--- src/rtl/vga_stream_out.sv ---
// AXI4-Stream to VGA output stage: free-running raster counters, frame/line lock to
// tuser/tlast with automatic re-lock, registered sync/colour/de and error pulses.
module vga_stream_out #(
    parameter int unsigned          COLOR_W     = 4,
    parameter int unsigned          H_RES       = 640,
    parameter int unsigned          H_FP        = 16,
    parameter int unsigned          H_SYNC      = 96,
    parameter int unsigned          H_BP        = 48,
    parameter int unsigned          V_RES       = 480,
    parameter int unsigned          V_FP        = 10,
    parameter int unsigned          V_SYNC      = 2,
    parameter int unsigned          V_BP        = 33,
    parameter bit                   HSYNC_POL   = 1'b0,
    parameter bit                   VSYNC_POL   = 1'b0,
    parameter logic [3*COLOR_W-1:0] BLANK_COLOR = '0
) (
    input  logic                 aclk,
    input  logic                 aresetn,
    input  logic                 pix_tvalid,
    output logic                 pix_tready,
    input  logic [3*COLOR_W-1:0] pix_tdata,
    input  logic                 pix_tlast,
    input  logic                 pix_tuser,
    output logic                 hsync,
    output logic                 vsync,
    output logic [COLOR_W-1:0]   r,
    output logic [COLOR_W-1:0]   g,
    output logic [COLOR_W-1:0]   b,
    output logic                 de,
    output logic                 sof,
    output logic                 underflow,
    output logic                 sync_err
);

    localparam int unsigned H_TOT = H_RES + H_FP + H_SYNC + H_BP;
    localparam int unsigned V_TOT = V_RES + V_FP + V_SYNC + V_BP;
    localparam int unsigned HW    = (H_TOT > 1) ? $clog2(H_TOT) : 1;
    localparam int unsigned VW    = (V_TOT > 1) ? $clog2(V_TOT) : 1;

    localparam int unsigned H_SYNC_BEG = H_RES + H_FP;
    localparam int unsigned H_SYNC_END = H_RES + H_FP + H_SYNC;
    localparam int unsigned V_SYNC_BEG = V_RES + V_FP;
    localparam int unsigned V_SYNC_END = V_RES + V_FP + V_SYNC;

    typedef enum logic {
        StSearch,
        StLocked
    } state_t;

    logic [HW-1:0]        r_h_cnt;
    logic [VW-1:0]        r_v_cnt;
    state_t               r_state;
    state_t               w_state_d;

    logic                 r_hsync;
    logic                 r_vsync;
    logic                 r_de;
    logic [3*COLOR_W-1:0] r_rgb;
    logic                 r_sof;
    logic                 r_underflow;
    logic                 r_sync_err;

    logic [31:0]          w_h;
    logic [31:0]          w_v;
    logic                 w_h_wrap;
    logic                 w_v_wrap;
    logic                 w_active;
    logic                 w_origin;
    logic                 w_line_end;
    logic                 w_hs_region;
    logic                 w_vs_region;
    logic                 w_head_sof;
    logic                 w_flag_err;
    logic                 w_show;
    logic                 w_underflow;
    logic                 w_sync_err;
    logic                 w_sof;

    // Compare positions at 32 bits so the timing parameters need no resizing.
    assign w_h = 32'(r_h_cnt);
    assign w_v = 32'(r_v_cnt);

    assign w_h_wrap    = (w_h == H_TOT - 1);
    assign w_v_wrap    = (w_v == V_TOT - 1);
    assign w_active    = (w_h < H_RES) && (w_v < V_RES);
    assign w_origin    = (w_h == 0) && (w_v == 0);
    assign w_line_end  = (w_h == H_RES - 1);
    assign w_hs_region = (w_h >= H_SYNC_BEG) && (w_h < H_SYNC_END);
    assign w_vs_region = (w_v >= V_SYNC_BEG) && (w_v < V_SYNC_END);

    assign w_head_sof  = pix_tvalid && pix_tuser;
    assign w_flag_err  = (pix_tuser != w_origin) || (pix_tlast != w_line_end);

    always_ff @(posedge aclk or negedge aresetn) begin
        if (!aresetn) begin
            r_h_cnt <= '0;
            r_v_cnt <= '0;
        end else if (w_h_wrap) begin
            r_h_cnt <= '0;
            r_v_cnt <= w_v_wrap ? '0 : r_v_cnt + 1'b1;
        end else begin
            r_h_cnt <= r_h_cnt + 1'b1;
        end
    end

    always_ff @(posedge aclk or negedge aresetn) begin
        if (!aresetn) begin
            r_state <= StSearch;
        end else begin
            r_state <= w_state_d;
        end
    end

    always_comb begin
        w_state_d   = r_state;
        pix_tready  = 1'b0;
        w_show      = 1'b0;
        w_underflow = 1'b0;
        w_sync_err  = 1'b0;
        case (r_state)
            StSearch: begin
                // Drain anything that is not a frame start; hold a frame start for (0,0).
                pix_tready = !w_head_sof || w_origin;
                if (w_head_sof && w_origin) begin
                    w_show    = 1'b1;
                    w_state_d = StLocked;
                end
            end
            StLocked: begin
                pix_tready = w_active;
                if (w_active) begin
                    if (!pix_tvalid) begin
                        w_underflow = 1'b1;
                        w_state_d   = StSearch;
                    end else begin
                        w_show = 1'b1;
                        if (w_flag_err) begin
                            w_sync_err = 1'b1;
                            w_state_d  = StSearch;
                        end
                    end
                end
            end
            default: begin
                w_state_d = StSearch;
            end
        endcase
    end

    assign w_sof = w_show && w_origin && pix_tuser;

    always_ff @(posedge aclk or negedge aresetn) begin
        if (!aresetn) begin
            r_hsync     <= ~HSYNC_POL;
            r_vsync     <= ~VSYNC_POL;
            r_de        <= 1'b0;
            r_rgb       <= BLANK_COLOR;
            r_sof       <= 1'b0;
            r_underflow <= 1'b0;
            r_sync_err  <= 1'b0;
        end else begin
            r_hsync     <= w_hs_region ? HSYNC_POL : ~HSYNC_POL;
            r_vsync     <= w_vs_region ? VSYNC_POL : ~VSYNC_POL;
            r_de        <= w_active;
            r_rgb       <= w_show ? pix_tdata : BLANK_COLOR;
            r_sof       <= w_sof;
            r_underflow <= w_underflow;
            r_sync_err  <= w_sync_err;
        end
    end

    assign hsync     = r_hsync;
    assign vsync     = r_vsync;
    assign de        = r_de;
    assign r         = r_rgb[COLOR_W-1:0];
    assign g         = r_rgb[2*COLOR_W-1:COLOR_W];
    assign b         = r_rgb[3*COLOR_W-1:2*COLOR_W];
    assign sof       = r_sof;
    assign underflow = r_underflow;
    assign sync_err  = r_sync_err;

endmodule

--- config.mk ---
export PLATFORM = sky130hd
export DESIGN_NAME = vga_stream_out
export DESIGN_NICKNAME = d
export VERILOG_FILES = /design/src/rtl/vga_stream_out.sv
export SDC_FILE = /design/constraint.sdc
export NUM_CORES = 1
export LEC_CHECK = 0
export ABC_CLOCK_PERIOD_IN_PS = 1800
export CAP_MARGIN = 20
export CELL_PAD_IN_SITES_DETAIL_PLACEMENT = 1
export CELL_PAD_IN_SITES_GLOBAL_PLACEMENT = 1
export CORE_ASPECT_RATIO = 1.5
export CORE_UTILIZATION = 35
export CTS_CLUSTER_SIZE = 25
export DETAILED_ROUTE_END_ITERATION = 10
export PLACE_DENSITY_LB_ADDON = 0.1
export SLEW_MARGIN = 15
export SYNTH_ARGS = -nofsm -noshare
export SYNTH_HDL_FRONTEND = slang
export SYNTH_SLANG_ARGS = --single-unit
--- constraint.sdc ---
create_clock -name aclk -period 1.8 [get_ports aclk]
set_clock_uncertainty 0.05 [all_clocks]
set_input_delay 0.27 -clock aclk [delete_from_list [all_inputs] [get_ports aclk]]
set_output_delay 0.27 -clock aclk [all_outputs]
set_load 0.01 [all_outputs]
==> results of run 1 <==
[layout make-up]
cell class	count	area, µm²
clock inverter	1	5.00
multi-input combinational	110	822
inverter	6	22.5
clock buffer	6	82.6
sequential	39	978
fill	563	2050
timing repair buffer	87	763
tap	66	82.6
[worst register-to-register path: cells and delay by family, from the launching register on]
kind                      cells  cell delay (ns)
AOI/OAI and AO/OA             1             0.17
DFF                           1             0.39
xor gates and xnor gates      1             0.11
and+or+nand+nor               2             0.95
buffers and inverters         3             0.36
[flip-flops by register name, indices dropped and copies added, names as in the netlist]
signal / flops
de: 1
hsync: 1
r_h_cnt: 10
r_rgb: 12
r_state: 1
r_v_cnt: 10
sof: 1
sync_err: 1
underflow: 1
vsync: 1
[layout by cell type, fill, tap and decap left out, types with 2 or more instances in the layout]
| master | count |
|---|---|
| inv_1 | 6 |
| nand2_1 | 7 |
| xor2_1 | 3 |
| nand3b_1 | 2 |
| buf_6 | 6 |
| nor2_1 | 14 |
| dfstp_2 | 2 |
| buf_2 | 2 |
| ha_1 | 3 |
| clkdlybuf4s50_1 | 33 |
| clkbuf_8 | 6 |
| o21ai_2 | 2 |
| xnor2_1 | 9 |
| dfrtp_1 | 37 |
| nor2b_1 | 14 |
| nand4_1 | 6 |
| and3_1 | 4 |
| nor3_1 | 2 |
| o21ai_0 | 5 |
| nand3_1 | 6 |
| a21oi_1 | 5 |
| buf_4 | 44 |
[power breakdown]
group	switching (mW)	internal, mW
Combinational	0.0303	0.0453
Sequential	0	0.876
Clock	0.300	0.301
[what timing repair did]
item | 4_1_cts | 5_1_grt
hold endpoints to repair | 19 | 0
pin swaps | 11 | 12
hold buffers | 1 | 0
resized for setup | 19 | 13
buffers inserted | 7 | 7
cloned | 0 | 0
endpoints found under the setup margin | 24 | 23
[routing by layer]
layer  wire [µm]  part of all wire  vias up
met1        1860              0.37      755
met5           0                 0        -
met4          88             0.018        0
met3         171             0.034        8
li1            -                 -      732
met2        2880              0.58       35
[synth_stat cells, drive strengths merged (2+ instances only)]
cell type  count  share of area
a21oi          5          0.014
and3           6          0.022
buf            5          0.014
dfrtp         37           0.53
dfstp          2          0.030
ha             4          0.029
inv            6          0.013
nand2          8          0.017
nand3          8          0.023
nand3b         2         0.0086
nand4          6          0.021
nor2          14          0.030
nor2b         14          0.050
nor3           3          0.011
nor4           3          0.014
nor4b          2          0.010
o21ai          8          0.023
or4            2          0.011
xnor2          9          0.045
xor2           4          0.020
[cells by family after synthesis]
| kind of cell | share of synthesized area |
|---|---|
| and+or+nand+nor | 0.245 |
| DFF | 0.559 |
| AOI/OAI and AO/OA | 0.0723 |
| xor gates and xnor gates | 0.0651 |
| buffers and inverters | 0.0293 |
| adders and majority gates | 0.0286 |
[final timing paths]
kind,endpoint,slack (ns),cells after the start
min in group asynchronous,r_h_cnt[4],0.52,3
max in group asynchronous,vsync,0.82,3
max,pix_tready,-0.44,4
min reg2reg,r_h_cnt[6],0.56,2
min,r_rgb[1],0.48,2
max reg2reg,sync_err,-0.34,7
==> results.md, run 1 <==
- Dpl ws: -0.533 ns
- Status: finished with violations
- Final Total Pwr: 1.55 mW
- Setup tns final: -2.06 ns
- Busiest grt layer: met2
- Clock Pin Slew Worst Setup and Hold Paths: 0.07 ns
- Commonest register cell after synthesis: dfrtp_1
- Worst EP arrival: 1.92 ns
- Avg Synthesized Cell Area: 10.9 µm²
- Met1 usage: 0.212
- Power per cell area: 563 mW/mm²
- Slowest CP cell: or4_4
- Final non-filler cell total: 315
- Layout cells sized above 1: 0.325
- Maximum clock frequency: 447 MHz
- Clock sink total: 39
- Die X: 59.7 µm
- Reg2Reg Launch Point: r_h_cnt[3]
- CP Cell Sequence: or4_4 -> or3_4 -> a22oi_2 -> buf_2
- #FFs+latches synth: 39
- Final setup vio count: 19
- Rel. slew slack: 0.666
- Crit path kind: reg2out
- Hold Crit Start: pix_tdata[1]
- First-pass GRT wire length: 7760 µm
- DP HPWL: 3430 µm
- Final Core Density: 0.573
- Ys async rst share: 1.00
- Setup crit end kind: output port
- DRT Pass-1 Iters: 4
- Yosys warns: 0
- Antenna violations before repair: 0
- Antenna diodes: 0
- Worst Max-Slew Pin Slew: 0.502 ns
- Post-route ant nets: 0
- Fin. Hold Viols: 0
- Area Growth Syn to Fin: 57.6%
- Clk buf depth: 2
- CP Launch Type: register
- CTS tree: built
- CP top delay family: simple AND/OR/NAND/NOR gates
- Worst setup startpoint: r_h_cnt[3]
- Syn Nets: 182
- Worst Path Max Fanout: 2
- Routed len/inst: 15.9 µm
- Vias: 1530
- Vias in the first global route: 1650
- # nets final: 270
- Die Footprint: 0.00529 mm²
- Detailed-route DRC error count: 0
- RSZ-0062 raised after global routing: true
- Vias per cell: 4.86
- Placed inst area: 0.00245 mm²
- Max-cap violations: 0
- Htree depth: 2
- Placed Cells incl. Taps: 295
- Fin area: 0.00276 mm²
- Leakage: 1.25 nW
- Initial Util: 0.364
- Worst-Skew Late Latency: 0.29 ns
- Period Utilization, post-route: 1.24
- Worst EP required: 1.48 ns
- Slew Viols, Final: 0
- Failing checks: setup timing
- Global-route usage over all layers: 0.202
- RD Place Congestion: 0.746
- HP Class: in2reg
- Area of the mapped netlist: 0.00175 mm²
- I/O Buffers: 35
- Sequential share of the synthesized area: 0.559
- Remaining global-route overflow: 0
- Largest net degree at the start of global routing: 40
- Syn Inst Count: 161
- Crit path time final: 2.24 ns
- Routed WL: 5010 µm
- Ports: 36
- Core Region: 0.00481 mm²
- GR Util met3: 0.0439
- Die boundary height: 88.6 µm
- CTS root buffer: clkbuf_8
- Met2 Use GR: 0.382
- EDFF count, synth: 0
- Netlist cell types: 37
- Worst Hold Slack: 0.475 ns
- Final WS setup: -0.437 ns
- VDD IR-drop max: 369 µV
- Rows: 31
- Bufs and invs on worst path: 1
- Max incr delay on CP: 0.54 ns
- Detailed Route Iter0 Violations: 37
- Num CTS Buffers: 5
No activity file was read; power rests on OpenSTA's default activity.
==> run 2: changes to the inputs <==
--- a/config.mk
+++ b/config.mk
@@ -5,14 +5,15 @@
 export SDC_FILE = /design/constraint.sdc
 export NUM_CORES = 1
 export LEC_CHECK = 0
-export ABC_CLOCK_PERIOD_IN_PS = 1800
+export ABC_CLOCK_PERIOD_IN_PS = 2200
 export CAP_MARGIN = 20
 export CELL_PAD_IN_SITES_DETAIL_PLACEMENT = 1
 export CELL_PAD_IN_SITES_GLOBAL_PLACEMENT = 1
 export CORE_ASPECT_RATIO = 1.5
-export CORE_UTILIZATION = 35
+export CORE_UTILIZATION = 39
 export CTS_CLUSTER_SIZE = 25
 export DETAILED_ROUTE_END_ITERATION = 10
+export HOLD_SLACK_MARGIN = 0.05
 export PLACE_DENSITY_LB_ADDON = 0.1
 export SLEW_MARGIN = 15
 export SYNTH_ARGS = -nofsm -noshare
==> constraint.sdc (replaced) <==
create_clock -name aclk -period 2.2 [get_ports aclk]
set_clock_uncertainty 0.05 [all_clocks]
set_input_delay 0.33 -clock aclk [delete_from_list [all_inputs] [get_ports aclk]]
set_output_delay 0.33 -clock aclk [all_outputs]
set_load 0.01 [all_outputs]
==> run 2 against run 1 <==
Effect of this change:
- the run ends with DRC, setup timing left
- critical path depth stayed put
- die area decreased by 10%
- critical path type unchanged
- power down 19%
- via count fell by 3.9%
- non-clock buffer count shrank 20
==> results.md, run 2 (same netlist as run 1, synthesis figures left out) <==
- Remaining global-route overflow: 0
- FF-to-FF End: r_v_cnt[7]
- Clock Pin Slew Worst Setup and Hold Paths: 0.07 ns
- Die Footprint: 0.00476 mm²
- Worst reg-to-reg path cell count: 10
- DR WL met2: 2570 µm
- Final non-filler cell total: 276
- Vias per cell: 5.33
- Most common cell after layout, fill and taps aside: dfrtp_1
- CTS tree: built
- Layout cells sized above 1: 0.239
- Clk pwr share: 0.389
- Period Utilization, post-route: 1.04
- Antenna diodes: 0
- Worst-Skew Late Latency: 0.29 ns
- CP top delay family: simple AND/OR/NAND/NOR gates
- WP depth: 4
- DRT Pass-1 Iters: 7
- Placed Cells incl. Taps: 264
- Worst Hold Slack: 0.107 ns
- Htree depth: 2
- Initial Util: 0.409
- Reg2Reg Launch Point: r_h_cnt[0]
- Detailed Route Iter0 Violations: 31
- NetSw: 0.262 mW
- RSZ-0062 raised after global routing: true
- Switching Fraction: 0.207
- Core Region: 0.00428 mm²
- Detailed-route DRC error count: 10
- Routed len/inst: 16.4 µm
- Maximum clock frequency: 437 MHz
- First-pass GRT wire length: 7250 µm
- Clk buf depth: 2
- Setup tns final: -0.0896 ns
- Slowest CP cell: or4_4
- Worst EP arrival: 1.91 ns
- Worst setup path endpoint: pix_tready
- Hold_buf cts: 0
- Post-route ant nets: 0
- Leakage: 1.12 nW
- Crit path time final: 2.29 ns
- R2R setup slack: 0.08 ns
- Largest net degree at the start of global routing: 40
- Rel. slew slack: 0.416
- Crit path kind: reg2out
- # nets final: 250
- Die boundary height: 84.0 µm
- Wl on met1: 1740 µm
- HP Class: in2async
- DR WL met3: 165 µm
- Fill count: 473
- Failing checks: DRC, setup timing
- Num CTS Buffers: 5
- Pint: 1.00 mW
- CP Launch Type: register
- Die X: 56.7 µm
- Global-route usage over all layers: 0.203
- Top sig layer: met4
- Number of flip-flops under the largest register name: 12
- Area Growth Syn to Fin: 44.6%
- Status: finished with violations
- Worst Max-Slew Pin Slew: 0.876 ns
- RD Place Congestion: 0.829
- Top Registers: r_rgb x12, r_h_cnt x10, r_v_cnt x10
- DP HPWL: 3310 µm
- Ports: 36
- I/O Buffers: 35
- Routed WL: 4530 µm
- Max-cap violations: 0
- Slew Viols, Final: 0
- Most frequent cells in the layout: dfrtp_1, clkdlybuf4s50_1, buf_4
- Final setup vio count: 1
- Dpl ws: -0.257 ns
- Vias: 1471
- Bufs and invs on worst path: 1
- VDD IR-drop max: 370 µV
- Largest Register: r_rgb
- CP Cell Sequence: or4_4 -> or3_4 -> a22oi_2 -> buf_2
- Final WS setup: -0.0896 ns
- Setup crit end kind: output port
- Antenna violations before repair: 0
- Comb power frac: 0.043
- Reg power frac: 0.568
- Final Total Pwr: 1.26 mW
- Worst Path Max Fanout: 2
- CTS root buffer: clkbuf_8
- Rows: 29
- Clock sink total: 39
- Max incr delay on CP: 0.55 ns
- Worst setup startpoint: r_h_cnt[3]
- Fin. Hold Viols: 0
- Vias in the first global route: 1562
- Worst EP required: 1.82 ns
- Power per cell area: 499 mW/mm²
-- run 2: changes by cell type in the layout (fill, tap and decap cells not counted), sizes merged --
cell,previous run,this run
buf,53,34
clkbuf,6,7
dlygate4sd3,1,0
-- run 2: per-stage QoR --
stage | cell area [µm²] | utilization
2_1_floorplan | 1750 | -
3_3_place_gp | 2330 | 0.545
3_5_place_dp | 2330 | 0.545
4_1_cts | 2460 | 0.575
5_1_grt | 2530 | 0.591
6_report | 2530 | 0.591
-- run 2: layer usage --
metal,GRT usage,vias up
met3,0.0481,6
met4,0.0659,0
met1,0.206,739
li1,-,693
met5,0,-
met2,0.391,33
-- run 2: layout make-up --
cell class | instances | area (µm²) | share of cell area
Sequential cell | 39 | 978 | 0.387
Clock inverter | 1 | 5.00 | 0.00198
Multi-Input combinational cell | 110 | 782 | 0.309
Inverter | 6 | 22.5 | 0.00891
Timing Repair Buffer | 67 | 597 | 0.236
Tap cell | 46 | 57.6 | 0.0228
Clock buffer | 7 | 86.3 | 0.0341
-- run 2: how the worst min path moves through the flow --
| stage | to | slack [ns] | cells after the start |
|---|---|---|---|
| after global routing | r_rgb[8] | 0.17 | 1 |
| final | r_h_cnt[6] | 0.11 | 1 |
| after floorplan | de | -0.02 | 0 |
| after detailed placement | r_rgb[8] | 0.44 | 1 |
| after global placement | r_rgb[8] | 0.43 | 1 |
| after CTS | r_rgb[4] | 0.12 | 1 |
-- run 2: repair_timing --
action / CTS / global route
pin swaps: 3 / 4
resized for setup: 9 / 7
buffers inserted: 2 / 2
setup endpoints to repair: 1 / 7
-- run 2: power groups by stage --
stage / Combinational [mW] / Clock, mW / Sequential (mW)
final: 0.0546 / 0.490 / 0.717
after global routing: 0.0604 / 0.547 / 0.716
after CTS: 0.0557 / 0.518 / 0.716
after detailed placement: 0.0553 / 0 / 0.730
after global placement: 0.0528 / 0 / 0.730
after floorplan: 0.00750 / 0 / 0.731
==> run 3: changes to the inputs <==
--- a/config.mk
+++ b/config.mk
@@ -5,7 +5,6 @@
 export SDC_FILE = /design/constraint.sdc
 export NUM_CORES = 1
 export LEC_CHECK = 0
-export ABC_CLOCK_PERIOD_IN_PS = 2200
 export CAP_MARGIN = 20
 export CELL_PAD_IN_SITES_DETAIL_PLACEMENT = 1
 export CELL_PAD_IN_SITES_GLOBAL_PLACEMENT = 1
==> results of run 3 <==
The final DEF is identical to that of run 2; final timing and power are the same.
